`src/rtl/amba_axi4_lite_slave.sv`:
```
// AXI4-Lite slave front end for a small word-indexed register core.
// Write and read channels run independently; a read that hits a word being written stalls one cycle.
//   state    | meaning
//   RD_IDLE  | ARREADY high, waiting for a read address
//   RD_ISSUE | o_rd_en pulse to the core (or stall / error bypass)
//   RD_RESP  | RVALID high until RREADY
module amba_axi4_lite_slave #(
  parameter int DATA_W = 32,
  parameter int ADDR_W = 32,
  parameter int NUM_REGS = 5,
  parameter logic [ADDR_W-1:0] BASE_ADDR = '0,
  parameter int SECURE_ONLY = 0,
  localparam int STRB_W = DATA_W / 8,
  localparam int IDX_W = (NUM_REGS > 1) ? $clog2(NUM_REGS) : 1
) (
  input  logic              ACLK,
  input  logic              ARST,
  input  logic              AWVALID,
  output logic              AWREADY,
  input  logic [ADDR_W-1:0] AWADDR,
  input  logic [2:0]        AWPROT,
  input  logic              WVALID,
  output logic              WREADY,
  input  logic [DATA_W-1:0] WDATA,
  input  logic [STRB_W-1:0] WSTRB,
  output logic              BVALID,
  input  logic              BREADY,
  output logic [1:0]        BRESP,
  input  logic              ARVALID,
  output logic              ARREADY,
  input  logic [ADDR_W-1:0] ARADDR,
  input  logic [2:0]        ARPROT,
  output logic              RVALID,
  input  logic              RREADY,
  output logic [DATA_W-1:0] RDATA,
  output logic [1:0]        RRESP,
  input  logic              i_is_busy,
  output logic              o_wr_en,
  output logic [IDX_W-1:0]  o_wr_idx,
  output logic [DATA_W-1:0] o_wr_data,
  output logic [STRB_W-1:0] o_wr_strb,
  output logic              o_rd_en,
  output logic [IDX_W-1:0]  o_rd_idx,
  input  logic [DATA_W-1:0] i_rd_data
);

  typedef enum logic [1:0] {RD_IDLE = 2'd0, RD_ISSUE = 2'd1, RD_RESP = 2'd2} rd_state_t;

  localparam int AL = $clog2(STRB_W);
  localparam logic [1:0] RESP_OKAY   = 2'b00;
  localparam logic [1:0] RESP_SLVERR = 2'b10;
  localparam logic [1:0] RESP_DECERR = 2'b11;

  function automatic logic [1:0] decode_resp(input logic [ADDR_W-1:0] addr, input logic ns,
                                             input logic busy);
    logic [ADDR_W-1:0] off;
    off = addr - BASE_ADDR;
    if ((addr < BASE_ADDR) || ((off >> AL) >= ADDR_W'(NUM_REGS))) return RESP_DECERR;
    if ((SECURE_ONLY != 0) && ns) return RESP_SLVERR;
    if (busy) return RESP_SLVERR;
    return RESP_OKAY;
  endfunction

  function automatic logic [IDX_W-1:0] decode_idx(input logic [ADDR_W-1:0] addr);
    return IDX_W'((addr - BASE_ADDR) >> AL);
  endfunction

  logic              aw_full_q, aw_full_d, aw_ns_q, aw_ns_d;
  logic [ADDR_W-1:0] aw_addr_q, aw_addr_d;
  logic              w_full_q, w_full_d;
  logic [DATA_W-1:0] w_data_q, w_data_d;
  logic [STRB_W-1:0] w_strb_q, w_strb_d;
  logic              awready_q, awready_d, wready_q, wready_d;
  logic              bvalid_q, bvalid_d;
  logic [1:0]        bresp_q, bresp_d;
  logic              wr_en_q, wr_en_d;
  logic [IDX_W-1:0]  wr_idx_q, wr_idx_d;
  logic [DATA_W-1:0] wr_data_q, wr_data_d;
  logic [STRB_W-1:0] wr_strb_q, wr_strb_d;
  rd_state_t         rd_state_q, rd_state_d;
  logic              arready_q, arready_d;
  logic              rd_en_q, rd_en_d;
  logic [IDX_W-1:0]  rd_idx_q, rd_idx_d;
  logic              rvalid_q, rvalid_d;
  logic [1:0]        rresp_q, rresp_d;
  logic [DATA_W-1:0] rdata_q, rdata_d;
  logic [1:0]        wr_resp, rd_resp;
  logic              aw_hs, w_hs, ar_hs;
  logic              unused_prot;

  assign aw_hs = AWVALID & awready_q;
  assign w_hs  = WVALID & wready_q;
  assign ar_hs = ARVALID & arready_q;
  assign unused_prot = ^{AWPROT[2], AWPROT[0], ARPROT[2], ARPROT[0]};

  always_comb begin
    aw_full_d = aw_full_q | aw_hs;
    aw_addr_d = aw_hs ? AWADDR : aw_addr_q;
    aw_ns_d   = aw_hs ? AWPROT[1] : aw_ns_q;
    w_full_d  = w_full_q | w_hs;
    w_data_d  = w_hs ? WDATA : w_data_q;
    w_strb_d  = w_hs ? WSTRB : w_strb_q;
    bvalid_d  = bvalid_q & ~BREADY;
    bresp_d   = bresp_q;
    wr_en_d   = 1'b0;
    wr_idx_d  = wr_idx_q;
    wr_data_d = wr_data_q;
    wr_strb_d = wr_strb_q;
    wr_resp   = decode_resp(aw_addr_d, aw_ns_d, i_is_busy);
    // Second half of the write pair arrives: issue to the core and respond in the same cycle.
    if (aw_full_d && w_full_d) begin
      aw_full_d = 1'b0;
      w_full_d  = 1'b0;
      bvalid_d  = 1'b1;
      bresp_d   = wr_resp;
      wr_en_d   = (wr_resp == RESP_OKAY) && (w_strb_d != '0);
      wr_idx_d  = decode_idx(aw_addr_d);
      wr_data_d = w_data_d;
      wr_strb_d = w_strb_d;
    end
    awready_d = ~aw_full_d & ~bvalid_d;
    wready_d  = ~w_full_d & ~bvalid_d;

    rd_state_d = rd_state_q;
    rd_en_d    = 1'b0;
    rd_idx_d   = rd_idx_q;
    rvalid_d   = rvalid_q;
    rresp_d    = rresp_q;
    rdata_d    = rdata_q;
    rd_resp    = decode_resp(ARADDR, ARPROT[1], i_is_busy);
    case (rd_state_q)
      RD_IDLE: begin
        if (ar_hs) begin
          rd_state_d = RD_ISSUE;
          rd_idx_d   = decode_idx(ARADDR);
          rresp_d    = rd_resp;
          rd_en_d    = (rd_resp == RESP_OKAY) && !(wr_en_d && (wr_idx_d == rd_idx_d));
        end
      end
      RD_ISSUE: begin
        if (rresp_q != RESP_OKAY) begin
          rdata_d    = '0;
          rvalid_d   = 1'b1;
          rd_state_d = RD_RESP;
        end else if (rd_en_q) begin
          rdata_d    = i_rd_data;
          rvalid_d   = 1'b1;
          rd_state_d = RD_RESP;
        end else begin
          rd_en_d = !(wr_en_d && (wr_idx_d == rd_idx_q));
        end
      end
      RD_RESP: begin
        if (RREADY) begin
          rvalid_d   = 1'b0;
          rd_state_d = RD_IDLE;
        end
      end
      default: rd_state_d = RD_IDLE;
    endcase
    arready_d = (rd_state_d == RD_IDLE);
  end

  always_ff @(posedge ACLK) begin
    if (ARST) begin
      aw_full_q  <= 1'b0;
      aw_addr_q  <= '0;
      aw_ns_q    <= 1'b0;
      w_full_q   <= 1'b0;
      w_data_q   <= '0;
      w_strb_q   <= '0;
      awready_q  <= 1'b0;
      wready_q   <= 1'b0;
      bvalid_q   <= 1'b0;
      bresp_q    <= RESP_OKAY;
      wr_en_q    <= 1'b0;
      wr_idx_q   <= '0;
      wr_data_q  <= '0;
      wr_strb_q  <= '0;
      rd_state_q <= RD_IDLE;
      arready_q  <= 1'b0;
      rd_en_q    <= 1'b0;
      rd_idx_q   <= '0;
      rvalid_q   <= 1'b0;
      rresp_q    <= RESP_OKAY;
      rdata_q    <= '0;
    end else begin
      aw_full_q  <= aw_full_d;
      aw_addr_q  <= aw_addr_d;
      aw_ns_q    <= aw_ns_d;
      w_full_q   <= w_full_d;
      w_data_q   <= w_data_d;
      w_strb_q   <= w_strb_d;
      awready_q  <= awready_d;
      wready_q   <= wready_d;
      bvalid_q   <= bvalid_d;
      bresp_q    <= bresp_d;
      wr_en_q    <= wr_en_d;
      wr_idx_q   <= wr_idx_d;
      wr_data_q  <= wr_data_d;
      wr_strb_q  <= wr_strb_d;
      rd_state_q <= rd_state_d;
      arready_q  <= arready_d;
      rd_en_q    <= rd_en_d;
      rd_idx_q   <= rd_idx_d;
      rvalid_q   <= rvalid_d;
      rresp_q    <= rresp_d;
      rdata_q    <= rdata_d;
    end
  end

  assign AWREADY   = awready_q;
  assign WREADY    = wready_q;
  assign BVALID    = bvalid_q;
  assign BRESP     = bresp_q;
  assign ARREADY   = arready_q;
  assign RVALID    = rvalid_q;
  assign RRESP     = rresp_q;
  assign RDATA     = rdata_q;
  assign o_wr_en   = wr_en_q;
  assign o_wr_idx  = wr_idx_q;
  assign o_wr_data = wr_data_q;
  assign o_wr_strb = wr_strb_q;
  assign o_rd_en   = rd_en_q;
  assign o_rd_idx  = rd_idx_q;

endmodule
```
`config.mk`:
```
export PLATFORM = sky130hd
export DESIGN_NAME = amba_axi4_lite_slave
export DESIGN_NICKNAME = d
export VERILOG_FILES = /design/src/rtl/amba_axi4_lite_slave.sv
export SDC_FILE = /design/constraint.sdc
export NUM_CORES = 1
export LEC_CHECK = 0
export CORE_MARGIN = 4
export CORE_UTILIZATION = 30
export CTS_CLUSTER_DIAMETER = 100
export DETAILED_ROUTE_END_ITERATION = 8
export PLACE_DENSITY_LB_ADDON = 0.15
export SYNTH_ARGS = -nofsm -noshare
export SYNTH_HDL_FRONTEND = slang
export SYNTH_SLANG_ARGS = --single-unit
```
`constraint.sdc`:
```
create_clock -name ACLK -period 3.9 [get_ports ACLK]
set_clock_uncertainty 0.2 [all_clocks]
set_input_delay 0.975 -clock ACLK [delete_from_list [all_inputs] [get_ports ACLK]]
set_output_delay 0.975 -clock ACLK [all_outputs]
set_load 0.05 [all_outputs]
```
==> metrics.yaml <==
hold_path_end: "RDATA[29]"
multi_input_area_mm2: 0.002481
ys_seq_elements: 155
crit_slowest_cell: "clkdlybuf4s50_1"
r2r_cells: 5
grt_util_met1_pct: 17.23
final_core_util_pct: 46.47
ant_nets: 0
hold_depth: 2
routed_wl_um: 16480
crit_family: "simple AND/OR/NAND/NOR gates"
nNetsFinal: 995
hpwlAfterDp_um: 11900
wl_per_cell_um: 15.09
synth_xor_xnor_area_share_pct: 0.9124
grt_pass1_wl_um: 26650
gr-usage-met3_pct: 7.200
holdWs_ns: 0.2503
path_cells: "clkdlybuf4s50_1 > and2_4 > nand4_1 > o22ai_1 > o2111ai_1 > or3_1 > a211o_1"
place_ws_ns: 0.4431
synth_top_family_by_area: "simple AND/OR/NAND/NOR gates"
vias: 5283
cap_viol_max_count: 0
die_h_um: 146.6
cp.required_ns: 4.00
grt_pass1_vias: 5226
clkLatencyLatePin_ns: 0.40
hold_buffers: 0
dieArea_mm2: 0.02148
drtIter0Drc: 210
slew_violations: 0
path_max_fanout: 33
gr-total-overflow: 0
yosysWarningCount: 0
cts.sinks: 155
finalWorstSetupSlack_ns: 0.8767
r2r_end: "RDATA[15]"
grt_max_degree: 76
finalCriticalPeriod_ns: 3.023
crit_type: "primary input to flop"
syn_inst: 644
synth_fa_ha_area_share_pct: 0.8690
first_pass_iters: 4
row_count: 50
avgViaCountPerCell: 4.838
n_antenna_cell: 0
tns_ns: 0
clk_pin_slew_ns: 0.06
die_x_um: 146.6
setup_violations: 0
synth_compound_area_share_pct: 12.62
cts_buffers: 17
crit_buf_inv: 1
core_mm2: 0.01877
power_density_mw_per_mm2: 464.7
gp_congestion: 0.7683
startpoint_type: "primary input"
syn_area_per_cell_um2: 8.943
ir_drop_mv: 0.2947
max_slew_margin_pct: 20.82
grt.busiest_layer: "met2"
fmax_ghz: 0.3308
reg2reg_slack_ns: 1.51
period_share_pct: 77.52
hold_class: "flop to flop"
worst_pin_slew_ns: 1.188
cts_resized: 0
min_from: "RDATA[29]"
antenna_found_initial: 0
max_stage_delay_ns: 0.50
hold_viol_final: 0
p_total_uw: 4052
ys_seq_area_share_pct: 53.88
synth-simple-area-share_pct: 20.25
htreeDepth: 4
yosysUniqueCellTypes: 41
drive_gt1_share_pct: 5.944
grt_use_total_pct: 15.09
status: "complete, no violations"
cp.arrival_ns: 3.12
port_buffers: 220
leakage_uw: 0.003215
grt_setup_unrepaired: "no"
postCtsSetupBuffers: 0
clockBufferDepth: 2
drc: 0
end_kind: "flop"
syn-cell-area_mm2: 0.005759
regArea_mm2: 0.003103
area_delta_synth_final_pct: 51.42
fillers: 1793
root_buffer: "clkbuf_16"
start_util_pct: 30.69
synth_mux_area_share_pct: 8.017
cts_tree: "yes"
met2_usage_pct: 25.65
ios: 231
synth_nets: 794
rr_startpoint: "rd_state_q[1]"
==> layer usage <==
metal	wire [um]	part of all wire, %
met5	0	0
met4	161	0.98
met3	1685	10
met2	7592	46
met1	7040	43
==> area by class of cell <==
cell class,count,share of cell area (%)
Inverter,4,0.1722
Multi-Input combinational cell,439,28.45
Tap cell,234,3.357
Sequential cell,155,35.58
Timing Repair Buffer,228,25.91
Clock inverter,14,1.607
Clock buffer,18,4.921
==> cell usage after synthesis (all sizes together) <==
| master | instances | area share, % |
|---|---|---|
| and2 | 1 | 0.15 |
| nand3b | 2 | 0.26 |
| mux2 | 3 | 0.72 |
| o21ai | 4 | 0.35 |
| o22ai | 1 | 0.11 |
| and3 | 1 | 0.11 |
| nand2b | 1 | 0.11 |
| a21oi | 66 | 5.7 |
| a211o | 1 | 0.15 |
| a311oi | 1 | 0.15 |
| o311ai | 1 | 0.15 |
| o2111ai | 1 | 0.15 |
| o2bb2ai | 1 | 0.15 |
| ha | 4 | 0.87 |
| nor4 | 23 | 2.5 |
| a211oi | 38 | 5.0 |
| nand2 | 95 | 6.2 |
| clkbuf | 29 | 1.9 |
| mux2i | 40 | 7.3 |
| nand3 | 35 | 3.0 |
| or4 | 1 | 0.13 |
| nor2 | 89 | 5.8 |
| a21boi | 1 | 0.13 |
| xor2 | 3 | 0.46 |
| nand4 | 4 | 0.43 |
| nor3 | 7 | 0.61 |
| xnor2 | 3 | 0.46 |
| o31a | 1 | 0.15 |
| inv | 4 | 0.26 |
| nor2b | 6 | 0.65 |
| dfxtp | 155 | 54 |
| buf | 17 | 1.3 |
| o311a | 1 | 0.17 |
| o31ai | 2 | 0.26 |
| or3 | 2 | 0.22 |
==> placed cells by master (no fill, tap or decap), types with 2 or more instances in the layout <==
| master | netlist | routed |
|---|---|---|
| nand4_1 | 4 | 4 |
| mux2i_2 | 2 | 2 |
| nor4_1 | 23 | 23 |
| clkbuf_16 | 0 | 17 |
| or3_1 | 2 | 2 |
| dfxtp_1 | 155 | 155 |
| inv_1 | 4 | 4 |
| o21ai_0 | 4 | 4 |
| a21oi_1 | 66 | 66 |
| buf_4 | 0 | 9 |
| mux2_4 | 2 | 2 |
| nor2b_1 | 6 | 6 |
| ha_1 | 4 | 4 |
| nor3_1 | 7 | 7 |
| clkinvlp_4 | 0 | 4 |
| clkdlybuf4s50_1 | 0 | 219 |
| a211oi_1 | 38 | 38 |
| nand3_1 | 35 | 35 |
| clkinv_4 | 0 | 3 |
| xnor2_1 | 3 | 3 |
| inv_8 | 0 | 2 |
| nand2_1 | 95 | 94 |
| mux2i_1 | 37 | 37 |
| xor2_1 | 3 | 3 |
| inv_6 | 0 | 3 |
| nand3b_1 | 2 | 2 |
| nor2_1 | 88 | 87 |
==> sequential cells by signal, summed over array words and instances (netlist names), 2 cells and up <==
name / cells
o_wr_data: 32
BRESP: 2
w_data_q: 32
o_wr_strb: 4
o_wr_idx: 3
w_strb_q: 4
o_rd_idx: 3
RDATA: 32
rd_state_q: 2
RRESP: 2
aw_addr_q: 30
==> power by group <==
group          total (uW)  switching [uW]  internal, uW
clock                1590             690           895
sequential           1720            49.7          1670
combinational         745             431           314
==> how the worst max path moves through the flow <==
stage	from	endpoint	slack, ns	cells after the start
floorplan	AWVALID	o_rd_en	1.19	7
global placement	AWVALID	o_rd_en	0.48	7
detailed placement	AWVALID	o_rd_en	0.44	7
CTS	AWVALID	o_rd_en	0.88	7
global route	AWVALID	o_rd_en	0.76	7
finish	AWVALID	o_rd_en	0.88	7
==> worst min-delay path: cells and delay by family (launching register included) <==
| kind | cells | cell delay, ns |
|---|---|---|
| flops | 1 | 0.31 |
| compound gates | 1 | 0.05 |
| simple gates | 1 | 0.05 |
==> cell families (layout without fill, tap and decap cells) <==
family / after synthesis / count (layout)
muxes: 43 / 43
adders and majority gates: 4 / 4
xor gates and xnor gates: 6 / 6
DFF: 155 / 155
buffers and inverters: 50 / 264
AOI/OAI and AO/OA: 119 / 119
and+or+nand+nor: 267 / 267
==> stage by stage <==
stage | instances | instance area (um2)
final | 1092 | 8721
after global routing | 1092 | 8721
after CTS | 1092 | 8721
after detailed placement | 1060 | 8152
after global placement | 1060 | 8152
after floorplan | 644 | 5759
Note: power is estimated with default switching activity, not from simulation.
